$ cat src/rtl/parity_serializer_pkg.sv
// Shared definitions for the parity serializer: FSM state encoding and the idle line level.
package parity_serializer_pkg;

  typedef enum logic [2:0] {
    IDLE   = 3'd0,
    START  = 3'd1,
    DATA   = 3'd2,
    PARITY = 3'd3,
    STOP   = 3'd4
  } state_t;

  localparam logic IDLE_LEVEL = 1'b1;

endpackage

$ cat src/rtl/parity_serializer_xor_tree.sv
// Combinational XOR reduction of a word, built as a chain of 2-input XOR gates.
module parity_xor_tree #(
  parameter int DATA_W = 8
) (
  input  logic [DATA_W-1:0] i_data,
  output logic              o_parity
);

  // Each stage owns its own net so the chain stays a clean acyclic netlist.
  for (genvar i = 0; i < DATA_W; i++) begin : g_chain
    logic w_acc;
    if (i == 0) begin : g_first
      assign w_acc = i_data[0];
    end else begin : g_xor
      xor u_xor (w_acc, g_chain[i-1].w_acc, i_data[i]);
    end
  end

  assign o_parity = g_chain[DATA_W-1].w_acc;

endmodule

$ cat src/rtl/parity_serializer.sv
// UART-style frame transmitter: start bit, data LSB-first, parity bit, stop bit,
// each held CLKS_PER_BIT cycles; word accepted through a valid/ready handshake.
module parity_serializer
  import parity_serializer_pkg::*;
#(
  parameter int DATA_W       = 8,
  parameter int CLKS_PER_BIT = 4,
  parameter bit PARITY_ODD   = 1'b0
) (
  input  logic              clk,
  input  logic              rst_n,
  input  logic              in_valid,
  output logic              in_ready,
  input  logic [DATA_W-1:0] in_data,
  output logic              tx_out,
  output logic              busy,
  output logic              frame_done
);

  localparam int TICK_W = (CLKS_PER_BIT > 1) ? $clog2(CLKS_PER_BIT) : 1;
  localparam int BIT_W  = (DATA_W > 1) ? $clog2(DATA_W) : 1;
  localparam logic [TICK_W-1:0] TICK_MAX = TICK_W'(CLKS_PER_BIT - 1);
  localparam logic [BIT_W-1:0]  BIT_MAX  = BIT_W'(DATA_W - 1);

  state_t              r_state, w_state_nxt;
  logic [TICK_W-1:0]   r_tick, w_tick_nxt;
  logic [BIT_W-1:0]    r_bit_idx, w_bit_nxt;
  logic [DATA_W-1:0]   r_shreg, w_shreg_nxt;
  logic                r_parity, w_parity_nxt;
  logic                r_tx, w_tx_nxt;
  logic                r_busy, w_busy_nxt;
  logic                r_done, w_done_nxt;
  logic                w_parity;
  logic                w_tick_last;

  parity_xor_tree #(.DATA_W(DATA_W)) u_parity (
    .i_data   (in_data),
    .o_parity (w_parity)
  );

  assign in_ready    = (r_state == IDLE) && rst_n;
  assign w_tick_last = (r_tick == TICK_MAX);

  always_ff @(posedge clk) begin
    if (!rst_n) begin
      r_state   <= IDLE;
      r_tick    <= '0;
      r_bit_idx <= '0;
      r_shreg   <= '0;
      r_parity  <= 1'b0;
      r_tx      <= IDLE_LEVEL;
      r_busy    <= 1'b0;
      r_done    <= 1'b0;
    end else begin
      r_state   <= w_state_nxt;
      r_tick    <= w_tick_nxt;
      r_bit_idx <= w_bit_nxt;
      r_shreg   <= w_shreg_nxt;
      r_parity  <= w_parity_nxt;
      r_tx      <= w_tx_nxt;
      r_busy    <= w_busy_nxt;
      r_done    <= w_done_nxt;
    end
  end

  always_comb begin
    w_state_nxt  = r_state;
    w_tick_nxt   = r_tick;
    w_bit_nxt    = r_bit_idx;
    w_shreg_nxt  = r_shreg;
    w_parity_nxt = r_parity;
    case (r_state)
      IDLE: begin
        w_tick_nxt = '0;
        if (in_valid && in_ready) begin
          w_shreg_nxt  = in_data;
          w_parity_nxt = w_parity ^ PARITY_ODD;
          w_state_nxt  = START;
        end
      end
      START: begin
        w_tick_nxt = w_tick_last ? '0 : r_tick + TICK_W'(1);
        if (w_tick_last) begin
          w_bit_nxt   = '0;
          w_state_nxt = DATA;
        end
      end
      DATA: begin
        w_tick_nxt = w_tick_last ? '0 : r_tick + TICK_W'(1);
        if (w_tick_last) begin
          w_shreg_nxt = r_shreg >> 1;
          if (r_bit_idx == BIT_MAX) w_state_nxt = PARITY;
          else                      w_bit_nxt   = r_bit_idx + BIT_W'(1);
        end
      end
      PARITY: begin
        w_tick_nxt = w_tick_last ? '0 : r_tick + TICK_W'(1);
        if (w_tick_last) w_state_nxt = STOP;
      end
      STOP: begin
        w_tick_nxt = w_tick_last ? '0 : r_tick + TICK_W'(1);
        if (w_tick_last) w_state_nxt = IDLE;
      end
      default: begin
        w_state_nxt = IDLE;
        w_tick_nxt  = '0;
      end
    endcase
  end

  // Outputs are decoded from next-state values so they appear registered with no extra lag.
  always_comb begin
    w_tx_nxt = IDLE_LEVEL;
    case (w_state_nxt)
      START:   w_tx_nxt = 1'b0;
      DATA:    w_tx_nxt = w_shreg_nxt[0];
      PARITY:  w_tx_nxt = w_parity_nxt;
      default: w_tx_nxt = IDLE_LEVEL;
    endcase
    w_busy_nxt = (w_state_nxt != IDLE);
    w_done_nxt = (w_state_nxt == STOP) && (w_tick_nxt == TICK_MAX);
  end

  assign tx_out     = r_tx;
  assign busy       = r_busy;
  assign frame_done = r_done;

endmodule

$ cat config.mk
export PLATFORM = sky130hd
export DESIGN_NAME = parity_serializer
export DESIGN_NICKNAME = d
export VERILOG_FILES = /design/src/rtl/parity_serializer_pkg.sv /design/src/rtl/parity_serializer_xor_tree.sv /design/src/rtl/parity_serializer.sv
export SDC_FILE = /design/constraint.sdc
export NUM_CORES = 1
export LEC_CHECK = 0
export CORE_ASPECT_RATIO = 0.7
export CORE_MARGIN = 2
export CORE_UTILIZATION = 52
export CTS_BUF_LIST = sky130_fd_sc_hd__clkbuf_4 sky130_fd_sc_hd__clkbuf_8 sky130_fd_sc_hd__clkbuf_16
export CTS_CLUSTER_DIAMETER = 60
export DETAILED_ROUTE_END_ITERATION = 8
export PLACE_DENSITY = 0.79
export SLEW_MARGIN = 20
export SYNTH_ARGS = -nofsm -noshare
export SYNTH_HDL_FRONTEND = slang
export SYNTH_SLANG_ARGS = --single-unit
$ cat constraint.sdc
create_clock -name clk -period 1.9 [get_ports clk]
set_clock_uncertainty 0.05 [all_clocks]
set_input_delay 0.19 -clock clk [delete_from_list [all_inputs] [get_ports clk]]
set_output_delay 0.19 -clock clk [all_outputs]
set_load 0.005 [all_outputs]
# --- Word level (Yosys, flattened, before mapping) ---
# Index checks and enable logic that the tools add are counted.
op_classes:
  bitwise_logic: 7
  n_reduce_logical: 10
  mux: 19
  add_sub_neg: 2
  eq_ne: 15
op_table:
  columns: ["op", "n"]
  rows:
  - ["$mux 3", 9]
  - ["$mux 8", 2]
  - ["$pmux 8 s2", 1]
  - ["$pmux 3 s5", 1]
  - ["$eq 3x2->1 const B", 4]
  - ["$eq 3x3->1 const B", 3]
  - ["$xor 1x1->1", 7]
  - ["$eq 3x1->1 const B", 2]
  - ["$ne 2x2->1 const B", 3]
  - ["$pmux 3 s2", 1]
  - ["$eq 2x2->1 const B", 2]
  - ["$mux 2", 2]
  - ["$reduce_and 4->1", 1]
  - ["$reduce_bool 2->1", 2]
  - ["$reduce_or 4->1", 1]
  - ["$add 3x1->3 const B", 1]
  - ["$logic_and 1x1->1", 3]
  - ["$logic_not 3->1", 1]
  - ["$pmux 1 s3", 1]
  - ["$reduce_and 3->1", 1]
  - ["$reduce_bool 3->1", 1]
  - ["$add 2x1->2 const B", 1]
  - ["$mux 1", 2]
  - ["$ne 2x1->1 const B", 1]
word_totals:
  reg_bits: 20
  word_cells: 62
  out_inout_bits: 4
  in_bits: 11

# --- Logic depth before layout (Yosys ltp) ---
# Gate-level depths: netlist of the first run.
depth:
  depth_word: 10
  ltp_mapped: 7
  mapped_depth_nobuf: 7

# --- Modules after synthesis ---
# A second synthesis of the first run with hierarchy kept.
hier_totals:
  hier_cells: 109
  area_unflattened_um2: 1076.0
by_module_without_submodules:
  columns: ["mod", "area_each_um2", "cells_per_inst", "instances"]
  rows:
  - ["parity_serializer", 1014.7, 102, 1]
  - ["parity_xor_tree", 61.3, 7, 1]

# --- Worst setup path after synthesis of the first run ---
# Ideal clock, no wire load.
synth_path:
  path_kind: "reg2reg"
  startpoint: "reg r_tick[0]"
  endpoint: "reg r_tx, in the netlist tx_out"
  synth_period_minus_slack_ns: 1.743
  path_slack_ns: 0.157
  n_path_buf: 1
  path_stages_with_launch: 8
  required_ns: 1.716
  arrival_time_ns: 1.559
  path_cell_list: "dfxtp_1 -> ha_1 -> and4bb_1 -> buf_2 -> and2_1 -> a221o_1 -> nor3_2 -> o221ai_2"
synth_via:
  elab_chain_len: 5
  word_cells_on_any_way: 12
  cone_classes: "4 x eq/ne; 8 x mux"
synth_lines:
  columns: ["item", "line_no", "rtl"]
  rows:
  - ["start: declaration", "parity_serializer.sv:26", "logic [TICK_W-1:0] r_tick, w_tick_nxt;"]
  - ["start signal: assignment", "parity_serializer.sv:56", "r_tick <= w_tick_nxt;"]
  - ["$eq 2x2->1 *", "parity_serializer.sv:42", "assign w_tick_last = (r_tick == TICK_MAX);"]
  - ["$mux 3 (on tied branches)", null, null]
  - ["$pmux 3 s5", "parity_serializer.sv:72", "case (r_state)"]
  - ["$eq 3x2->1 or $eq 3x1->1 (tied branches)", "parity_serializer.sv:114", "case (w_state_nxt)"]
  - ["$pmux 1 s3 *", "parity_serializer.sv:114", null]
  - ["end signal: assignment", "parity_serializer.sv:60", "r_tx <= w_tx_nxt;"]
  - ["end: declaration", "parity_serializer.sv:30", "logic r_tx, w_tx_nxt;"]
# Mark *: on every way between the ends. The rest lies on a longest branch, timed or not. The select of a mux whose other input is x is not followed.
# A chain may end at the register's enable or synchronous reset.

# --- Final worst setup path of the first run ---
layout_path:
  startpoint: "reg r_state[0]"
  endpoint: "out in_ready"
layout_via:
  elab_chain_len: 2
layout_lines:
  columns: ["item", "line_no", "rtl"]
  rows:
  - ["start: declaration", "parity_serializer.sv:25", "state_t r_state, w_state_nxt;"]
  - ["start signal: assignment", "parity_serializer.sv:55", "r_state <= w_state_nxt;"]
  - ["$logic_not 3->1", "parity_serializer.sv:41", "assign in_ready = (r_state == IDLE) && rst_n;"]
  - ["$logic_and 1x1->1", "parity_serializer.sv:41", null]
  - ["end: declaration", "parity_serializer.sv:13", "output logic in_ready,"]
# No other way between the ends.

==> reports/metrics.cfg, run 1 <==
[run_status]
status=finished, final reports clean

[floorplan]
die_area_um2=2327
start_util_pct=54.72
die_x_um=56.80
pin_count=15
core_area_um2=1854
die_height_um=40.96
num_rows=13

[drt]
drtIter0Drc=22
vias=771
drc=0
routed_wl_um=1856
antenna_left=0
routedWlPerCell_um=12.71
vias_per_cell=5.281
dr.pass1.iters=4

[yosys]
ys_seq_area_share_pct=39.46
synth-simple-area-share_pct=24.04
synth.area.mux_share_pct=3.083
avgSynthCellArea_um2=9.573
synth_compound_area_share_pct=17.02
yosysTopAreaCellShare_pct=39.46
synth_fp_nets=120
synth_top_area_cell=dfxtp_1
yosys_warnings=0
synth_adder_area_share_pct=3.699
syn-instance-count=106
netlist_area_um2=1015
ys_seq_elements=20
yosys.area_share.xor_xnor_pct=7.768
synth_top_family_by_area=simple AND/OR/NAND/NOR gates
synth_cell_types=32
synthTopCellsByArea=dfxtp_1 (39%), a21boi_1 (6.7%), xnor2_1 (6.0%), nand2_1 (5.2%), a22oi_1 (4.4%)

[power_and_ir_drop]
ir_drop_uv=752.1
p_leak_nw=0.4912
p_switching_w=0.0001973
swShare_pct=21.38
p_comb_share_pct=13.9
pwr-share-clk_pct=37.7
cellInternalPower_w=0.0007254
powerDensity_nw_per_um2=744.2
seq_power_share_pct=48.4

[clocking]
cts.htree.levels=1
clock_sinks=20
tritoncts=yes
clock_latency_ns=0.31
numCtsBuffers=3
clockBufferDepth=2
path_clk_slew_ns=0.11
cts_hold_buf=0
cts_root_buf=clkbuf_4

[hold_path]
hold_path.class=register to register

[final_layout]
antenna_cells=0
fin_nets=139
synthToLayoutAreaGrowth_pct=22.19
fill_cells=160
stdcell_count=146
drive_gt1_share_pct=14.52

[grt]
globalRouteTotalUtil_pct=19.02
antenna_found_initial=0
grt_remaining_overflow=0
grt_max_degree=20
grt_pass1_wl_um=3187
grt_pass1_vias=697

[timing]
rsz0062_at_grt=false
drv_slew=0
clock.fmax_mhz=559.4
finalCritPeriodShare_pct=94.08
fin_setup_tns_ns=0
worst_pin_slew_ns=0.3499
hold_violations=0
finalSetupViolCount=0
fin_crit_ns=1.788
timing.slew.headroom_pct=76.34

[worst_setup_path]
worstPathRequired_ns=1.66
cp-start-kind=register
critPathKind=register to output pin
arrival_ns=1.55
cp-end-kind=output pin
cp_max_fo=10

[place]
io_buffers=14
dp_hpwl_um=1472
place_inst=141
gp_congestion=0.7909

[flow_run]
drv_cap=0

[metal layers]
layer  share of wire [%]  global-route usage [%]  up-vias
met5                   0                       0        -
met4                 1.0                   5.233        0
met3                 3.1                   6.625        2
met2                  42                   30.52        6
met1                  54                   24.95      355
li1                    -                       -      408
[cell usage in the layout, fill, tap and decap left out, drive strengths merged]
master         synthesis  final
a31o                   1      1
nand2b                 2      2
nand3                  1      1
xnor2                  7      7
mux2                   1      1
nand4                  2      2
a21oi                  1      1
o21ai                  2      2
o21a                   1      1
nor2b                  3      3
clkdlybuf4s50          0     14
a221o                  1      1
a21boi                 9      9
ha                     3      3
a22oi                  6      6
mux2i                  2      2
nor3                   4      4
bufinv                 0      1
and3                   2      2
and2                   6      6
xor2                   2      2
nand3b                 1      1
dfxtp                 20     20
nand2                 14     14
o221ai                 1      1
buf                    5      7
clkbuf                 2      3
nor4b                  2      2
nor2                   4      4
and4bb                 1      1
[state kept, by name, indices dropped and copies added, names as in the netlist]
signal and flops:
busy 1, frame_done 1, r_bit_idx 3, r_parity 1, r_shreg 8, r_state 3, r_tick 2, tx_out 1
[power by group through the flow]
stage	Sequential, W	Combinational (W)	Clock (W)
final	0.000446	0.000129	0.000348
after global routing	0.000449	0.000143	0.000365
after floorplan	0.000450	0.0000839	0
after global placement	0.000455	0.000124	0
after detailed placement	0.000455	0.000128	0
after CTS	0.000446	0.000127	0.000359
[worst paths after layout]
| path | startpoint | to | cells past startpoint | slack (ns) |
|---|---|---|---|---|
| max | r_state[0]$_SDFF_PN0_ | in_ready | 2 | 0.11 |
| max reg2reg | r_state[1]$_SDFF_PN0_ | tx_out$_SDFF_PN1_ | 6 | 0.18 |
| min | r_tick[0]$_SDFF_PN0_ | r_tick[0]$_SDFF_PN0_ | 1 | 0.40 |
| min reg2reg | r_tick[0]$_SDFF_PN0_ | r_tick[0]$_SDFF_PN0_ | 1 | 0.40 |
[area by class of cell]
class	instances	area, um2	area share [%]
multi-input combinational	79	564.3	45.51
sequential	20	402.9	32.49
timing repair buffer	21	192.7	15.54
clock inverter	1	30.03	2.422
tap	22	27.53	2.220
clock buffer	3	22.52	1.816
[worst max-delay path: stages, from the launching register on]
cell             delay, ns
dfxtp_2               0.40
nor4b_4               0.29
clkdlybuf4s50_1       0.55
[Yosys cell counts]
master / n
nor4b_4: 1
and4bb_1: 1
mux2_2: 1
nand4_1: 2
ha_1: 3
nand3b_1: 1
nor3_1: 3
xnor2_1: 7
o21a_1: 1
a221o_1: 1
a31o_1: 1
a21oi_2: 1
a21boi_1: 9
nor2_1: 4
and2_1: 6
nand2_1: 14
nor4b_1: 1
dfxtp_1: 20
o221ai_2: 1
o21ai_1: 2
a22oi_1: 6
xor2_1: 2
and3_1: 2
nand2b_1: 2
nand3_1: 1
mux2i_1: 2
buf_2: 1
nor3_2: 1
clkbuf_1: 2
buf_4: 2
nor2b_1: 3
buf_6: 2
[logic make-up after synthesis]
kind of cell,after synthesis
buf+inv,7
simple gates,42
fa+ha+maj,3
mux,3
flops,20
compound gates,22
xor+xnor,9
[stage by stage]
| stage | worst slack, ns | hold WS, ns | instance area (um2) | util (%) | total power (W) |
|---|---|---|---|---|---|
| detailed placement | 0.01810 | 0.3853 | 1177 | 63.50 | 0.0005837 |
| finish | 0.1125 | 0.3972 | 1240 | 66.87 | 0.0009228 |
| CTS | 0.006819 | 0.4029 | 1232 | 66.46 | 0.0009325 |
| global route | 0.04015 | 0.4278 | 1240 | 66.87 | 0.0009568 |
| global placement | 0.07597 | 0.3678 | 1177 | 63.50 | 0.0005794 |
| floorplan | 0.1575 | 0.2749 | 1015 | - | 0.0005340 |
[repair_timing]
action | in CTS | in global routing
buffers inserted | 0 | 1
pin swaps | 1 | 1
setup endpoints to repair | 1 | 1
gates resized for setup | 2 | 0
Power figures use the tool's default switching activity.
==> run 2: changes to the inputs <==
- CORE_MARGIN: 2 -> 5
- CTS_CLUSTER_DIAMETER: 60 -> 40
- clock period: 1.9 -> 1.85 ns (I/O delays scaled with it)
==> run 2 against run 1 <==
Against the previous run:
- cell count increased by 1.4%
- first-iteration DRC count is 18% higher
- sequential share of layout area down 0.45 points
- non-clock buffer count rose by 2
- sequential power rose by 2%
- setup slack improved by 0.024 ns
==> reports/metrics.cfg, run 2 (synthesis gave the netlist of run 1 again) <==
[clocking]
clockBufferDepth=2
tritoncts=yes
numCtsBuffers=3
cts_root_buf=clkbuf_4
clock_sinks=20
clock_latency_ns=0.30
cts.htree.levels=1
path_clk_slew_ns=0.11
cts_hold_buf=0

[worst_setup_path]
reg2reg_to=tx_out$_SDFF_PN1_
worstPathRequired_ns=1.99
ff2ff_setup_slack_ns=0.14
critPathKind=register to register
cp-start-kind=register
path_depth=6
cp_slowest_cell=dfxtp_1
cp.buffers_inverters=1
slowest_delay_ns=0.38
arrival_ns=1.86
cp-end-kind=register
cpLargestDelayFamily=simple AND/OR/NAND/NOR gates
worst_r2r_startpoint=r_state[2]$_SDFF_PN0_
cp_max_fo=4
cp_cell_sequence=nor4b_4 > buf_4 > a21oi_2 > a221o_1 > nor3_2 > o221ai_2
reg2regPathDepth=6

[drt]
routedWlPerCell_um=13.38
vias_per_cell=5.378
antenna_left=0
vias=796
routed_wl_um=1980
drc=0
drtIter0Drc=26
dr.pass1.iters=5

[final_layout]
largest_registers=r_shreg: 8 flops, r_bit_idx: 3 flops, r_state: 3 flops
final_common_cell=dfxtp_1
fin_nets=141
final_cell_mix=dfxtp_1 (18), nand2_1 (14), clkdlybuf4s50_1 (13), a21boi_1 (9), buf_4 (9)
fill_cells=161
synthToLayoutAreaGrowth_pct=23.92
largest_register_ff_count=8
drive_gt1_share_pct=15.87
antenna_cells=0
stdcell_count=148
largest-register=r_shreg
design_area_um2=1257

[timing]
worst_pin_slew_ns=0.3877
rsz0062_at_grt=false
setup_ws_ns=0.1362
hold_violations=0
finalCritPeriodShare_pct=92.64
clock.fmax_mhz=583.5
drv_slew=0
finalSetupViolCount=0
timing.slew.headroom_pct=73.79
fin_crit_ns=1.714

[grt]
globalRouteTotalUtil_pct=14.63
antenna_found_initial=0
grt_pass1_vias=744
grt_remaining_overflow=0
grt_pass1_wl_um=3277
grt_max_degree=20

[power_and_ir_drop]
power_w=0.0009478
p_leak_nw=0.5127
ir_drop_uv=637.9
powerDensity_nw_per_um2=753.7

[run_status]
status=finished, final reports clean

[floorplan]
die_x_um=62.80
num_rows=13
start_util_pct=54.72
die_height_um=46.96
die_area_um2=2949
pin_count=15
core_area_um2=1854

[flow_run]
drv_cap=0

[hold_path]
holdPathStages=1
hold_start=r_tick[0]$_SDFF_PN0_
hold_path.class=register to register
min_to=r_tick[0]$_SDFF_PN0_

[place]
gp_congestion=0.7702
dp_hpwl_um=1578
post_dp_cell_area_um2=1192
dp_slack_ns=-0.01907
io_buffers=14
place_inst=143

==> run 2: worst register-to-register path: cells and delay by family (launching register included) <==
family	cells	cell delay [ns]
AND/OR/NAND/NOR	2	0.51
buffers and inverters	1	0.18
flip-flops	1	0.38
AO/OA/AOI/OAI	3	0.50
==> run 2: timing repair <==
action | in CTS | in global routing
gates resized for setup | 0 | 3
cloned | 0 | 0
buffers inserted | 1 | 0
endpoints found under the hold margin | 0 | 0
pin swaps | 1 | 0
setup endpoints to repair | 1 | 2
==> run 2: per-layer routing <==
metal  track usage [%]  share of wire, %
met2             23.55                45
met4             5.932              0.51
met1             17.92                46
met3             5.981               8.3
met5                 0                 0
==> run 2: power breakdown <==
part           internal [W]  total [W]  leakage [nW]  switching, W
registers          0.000447   0.000457         0.164    0.00000974
logic             0.0000794   0.000136         0.321     0.0000567
clock network      0.000219   0.000355        0.0279      0.000136
total              0.000746   0.000948         0.513      0.000202
==> run 2: layout make-up <==
type	instances	area [um2]	share of cell area, %
well taps	22	27.53	2.189
repair buffers	23	210.2	16.72
multi-input cells	79	564.3	44.88
clock buffers	3	22.52	1.791
clock inverters	1	30.03	2.388
flip-flops and latches	20	402.9	32.04
==> run 2: stage by stage <==
stage	hold WS, ns	TNS (ns)	util (%)
floorplan	0.2699	0	-
global placement	0.3692	0	64.31
detailed placement	0.3801	-0.01907	64.31
CTS	0.3973	0	67.54
global route	0.4111	0	67.81
finish	0.3913	0	67.81
==> run 2: worst max path at each step <==
| stage | startpoint | endpoint | slack, ns |
|---|---|---|---|
| global placement | rst_n | tx_out$_SDFF_PN1_ | 0.03 |
| floorplan | r_tick[0]$_SDFF_PN0_ | tx_out$_SDFF_PN1_ | 0.11 |
| detailed placement | rst_n | tx_out$_SDFF_PN1_ | -0.02 |
| finish | r_state[2]$_SDFF_PN0_ | tx_out$_SDFF_PN1_ | 0.14 |
| global route | r_bit_idx[0]$_SDFFE_PN0P_ | tx_out$_SDFF_PN1_ | 0.04 |
| CTS | r_state[1]$_SDFF_PN0_ | in_ready | 0.02 |
==> run 3: changes to the inputs <==
- CTS_BUF_LIST: sky130_fd_sc_hd__clkbuf_4 sky130_fd_sc_hd__clkbuf_8 sky130_fd_sc_hd__clkbuf_16 -> sky130_fd_sc_hd__clkbuf_8 sky130_fd_sc_hd__clkbuf_16
==> run 3 against run 2 <==
Against the previous run:
- hold slack worse by 0.0067 ns
- fmax is 0.24% higher
- routed wire length is 2.0% lower
- cell area is 0.70% higher
- sequential share of layout area is 0.42 points lower
- first-iteration DRC count is 12% lower
- combinational power hardly changed
- setup slack better by 0.0042 ns
- power is 7.6% higher
- clock power is 21% higher
- critical path type unchanged
- critical endpoint unchanged
==> reports/metrics.cfg, run 3 (synthesis gave the netlist of run 1 again) <==
[clocking]
clockBufferDepth=2
numCtsBuffers=3
tritoncts=yes
clock_sinks=20
clock_latency_ns=0.26
cts_root_buf=clkbuf_8
cts_setup_buffers=0
cts_hold_buf=0
path_clk_slew_ns=0.07
cts.htree.levels=1

[timing]
fin_setup_tns_ns=0
finalSetupViolCount=0
hold_violations=0
rsz0062_at_grt=false
drv_slew=0
setup_ws_ns=0.1403
worst_pin_slew_ns=0.3984
timing.slew.headroom_pct=73.07
fin_crit_ns=1.710
finalCritPeriodShare_pct=92.41
clock.fmax_mhz=584.9

[power_and_ir_drop]
power_w=0.001020
powerDensity_nw_per_um2=805.6
ir_drop_uv=669.0
p_leak_nw=0.5147

[floorplan]
die_x_um=62.80
core_area_um2=1854
die_height_um=46.96
pin_count=15
die_area_um2=2949
start_util_pct=54.72
num_rows=13

[hold_path]
holdPathStages=1
hold_path.class=register to register
min_to=r_tick[0]$_SDFF_PN0_
hold_start=r_tick[0]$_SDFF_PN0_

[flow_run]
drv_cap=0

[final_layout]
largest_registers=r_shreg: 8 flops, r_bit_idx: 3 flops, r_state: 3 flops
fill_cells=157
fin_nets=140
synthToLayoutAreaGrowth_pct=24.78
final_cell_mix=dfxtp_1 (20), nand2_1 (14), clkdlybuf4s50_1 (13), a21boi_1 (9), buf_4 (8)
drive_gt1_share_pct=13.60
fin_util_pct=68.29
multiInputGateArea_um2=564.3
design_area_um2=1266
antenna_cells=0
largest_register_ff_count=8
largest-register=r_shreg
final_common_cell=dfxtp_1
ff_latch_area_um2=400.4

[place]
dp_hpwl_um=1578
dp_slack_ns=-0.01907
io_buffers=14
gp_congestion=0.7702
post_dp_cell_area_um2=1192

[drt]
drtIter0Drc=23
drt-met1-wl_um=988
vias=781
antenna_left=0
met2_length_um=842
dr.pass1.iters=4
drc=0
routed_wl_um=1941
vias_per_cell=5.313
routedWlPerCell_um=13.20
highest_layer=met4
wl_met3_um=79

[grt]
grt_max_degree=20
grt_remaining_overflow=0
grt_pass1_wl_um=3208
globalRouteTotalUtil_pct=14.63
grt_pass1_vias=717
antenna_found_initial=0

[worst_setup_path]
reg2regPathDepth=5
critPathKind=register to register
cp_max_fo=7
worst_r2r_startpoint=r_state[0]$_SDFF_PN0_
arrival_ns=1.80
cp-start-kind=register
reg2reg_to=tx_out$_SDFF_PN1_
worstPathRequired_ns=1.94
cp-end-kind=register
ff2ff_setup_slack_ns=0.14

[run_status]
status=finished, final reports clean

[run 3: changes by cell type in the layout (fill, tap and decap cells not counted)]
| cell | delta |
|---|---|
| clkbuf_8 | +3 |
| dfxtp_2 | -2 |
| dfxtp_1 | +2 |
| buf_4 | -1 |
| clkbuf_4 | -3 |
[run 3: area by class of cell]
type | instances | share of cell area [%]
timing repair buffer | 22 | 16.01
multi-input combinational | 79 | 44.57
clock buffer | 3 | 3.261
sequential | 20 | 31.62
clock inverter | 1 | 2.372
tap | 22 | 2.174
[run 3: worst max-delay path by stage]
stage | from | to | depth (start not counted)
after global placement | rst_n | tx_out$_SDFF_PN1_ | 6
after floorplan | r_tick[0]$_SDFF_PN0_ | tx_out$_SDFF_PN1_ | 7
after global routing | r_bit_idx[0]$_SDFFE_PN0P_ | tx_out$_SDFF_PN1_ | 7
after CTS | r_state[1]$_SDFF_PN0_ | in_ready | 2
final | r_state[0]$_SDFF_PN0_ | tx_out$_SDFF_PN1_ | 5
after detailed placement | rst_n | tx_out$_SDFF_PN1_ | 6
[run 3: timing repair]
action	in CTS	in global routing
pin swaps	1	1
endpoints found under the setup margin	1	1
gates resized for setup	0	1
[run 3: report_power, final]
part	internal, W	total [W]	leakage (nW)	switching, W
registers	0.000447	0.000457	0.163	0.00000982
clock network	0.000289	0.000430	0.0357	0.000142
logic	0.0000773	0.000133	0.316	0.0000556
[run 3: per-stage QoR]
stage / std cells / hold WS, ns
6_report: 147 / 0.3846
5_1_grt: 147 / 0.4049
4_1_cts: 147 / 0.3908
3_5_place_dp: 143 / 0.3801
3_3_place_gp: 143 / 0.3692
2_1_floorplan: 106 / 0.2699
[run 3: critical path, stage by stage (launching register included)]
cell and delay [ns]:
dfxtp_1 0.50, and4bb_1 0.28, and2_1 0.18, a221o_1 0.29
nor3_2 0.19, o221ai_2 0.11
[run 3: layer usage]
metal	track usage [%]	vias to the layer above
met5	0	-
met4	8.051	0
met3	5.981	4
met2	22.73	11
met1	17.77	357
li1	-	409
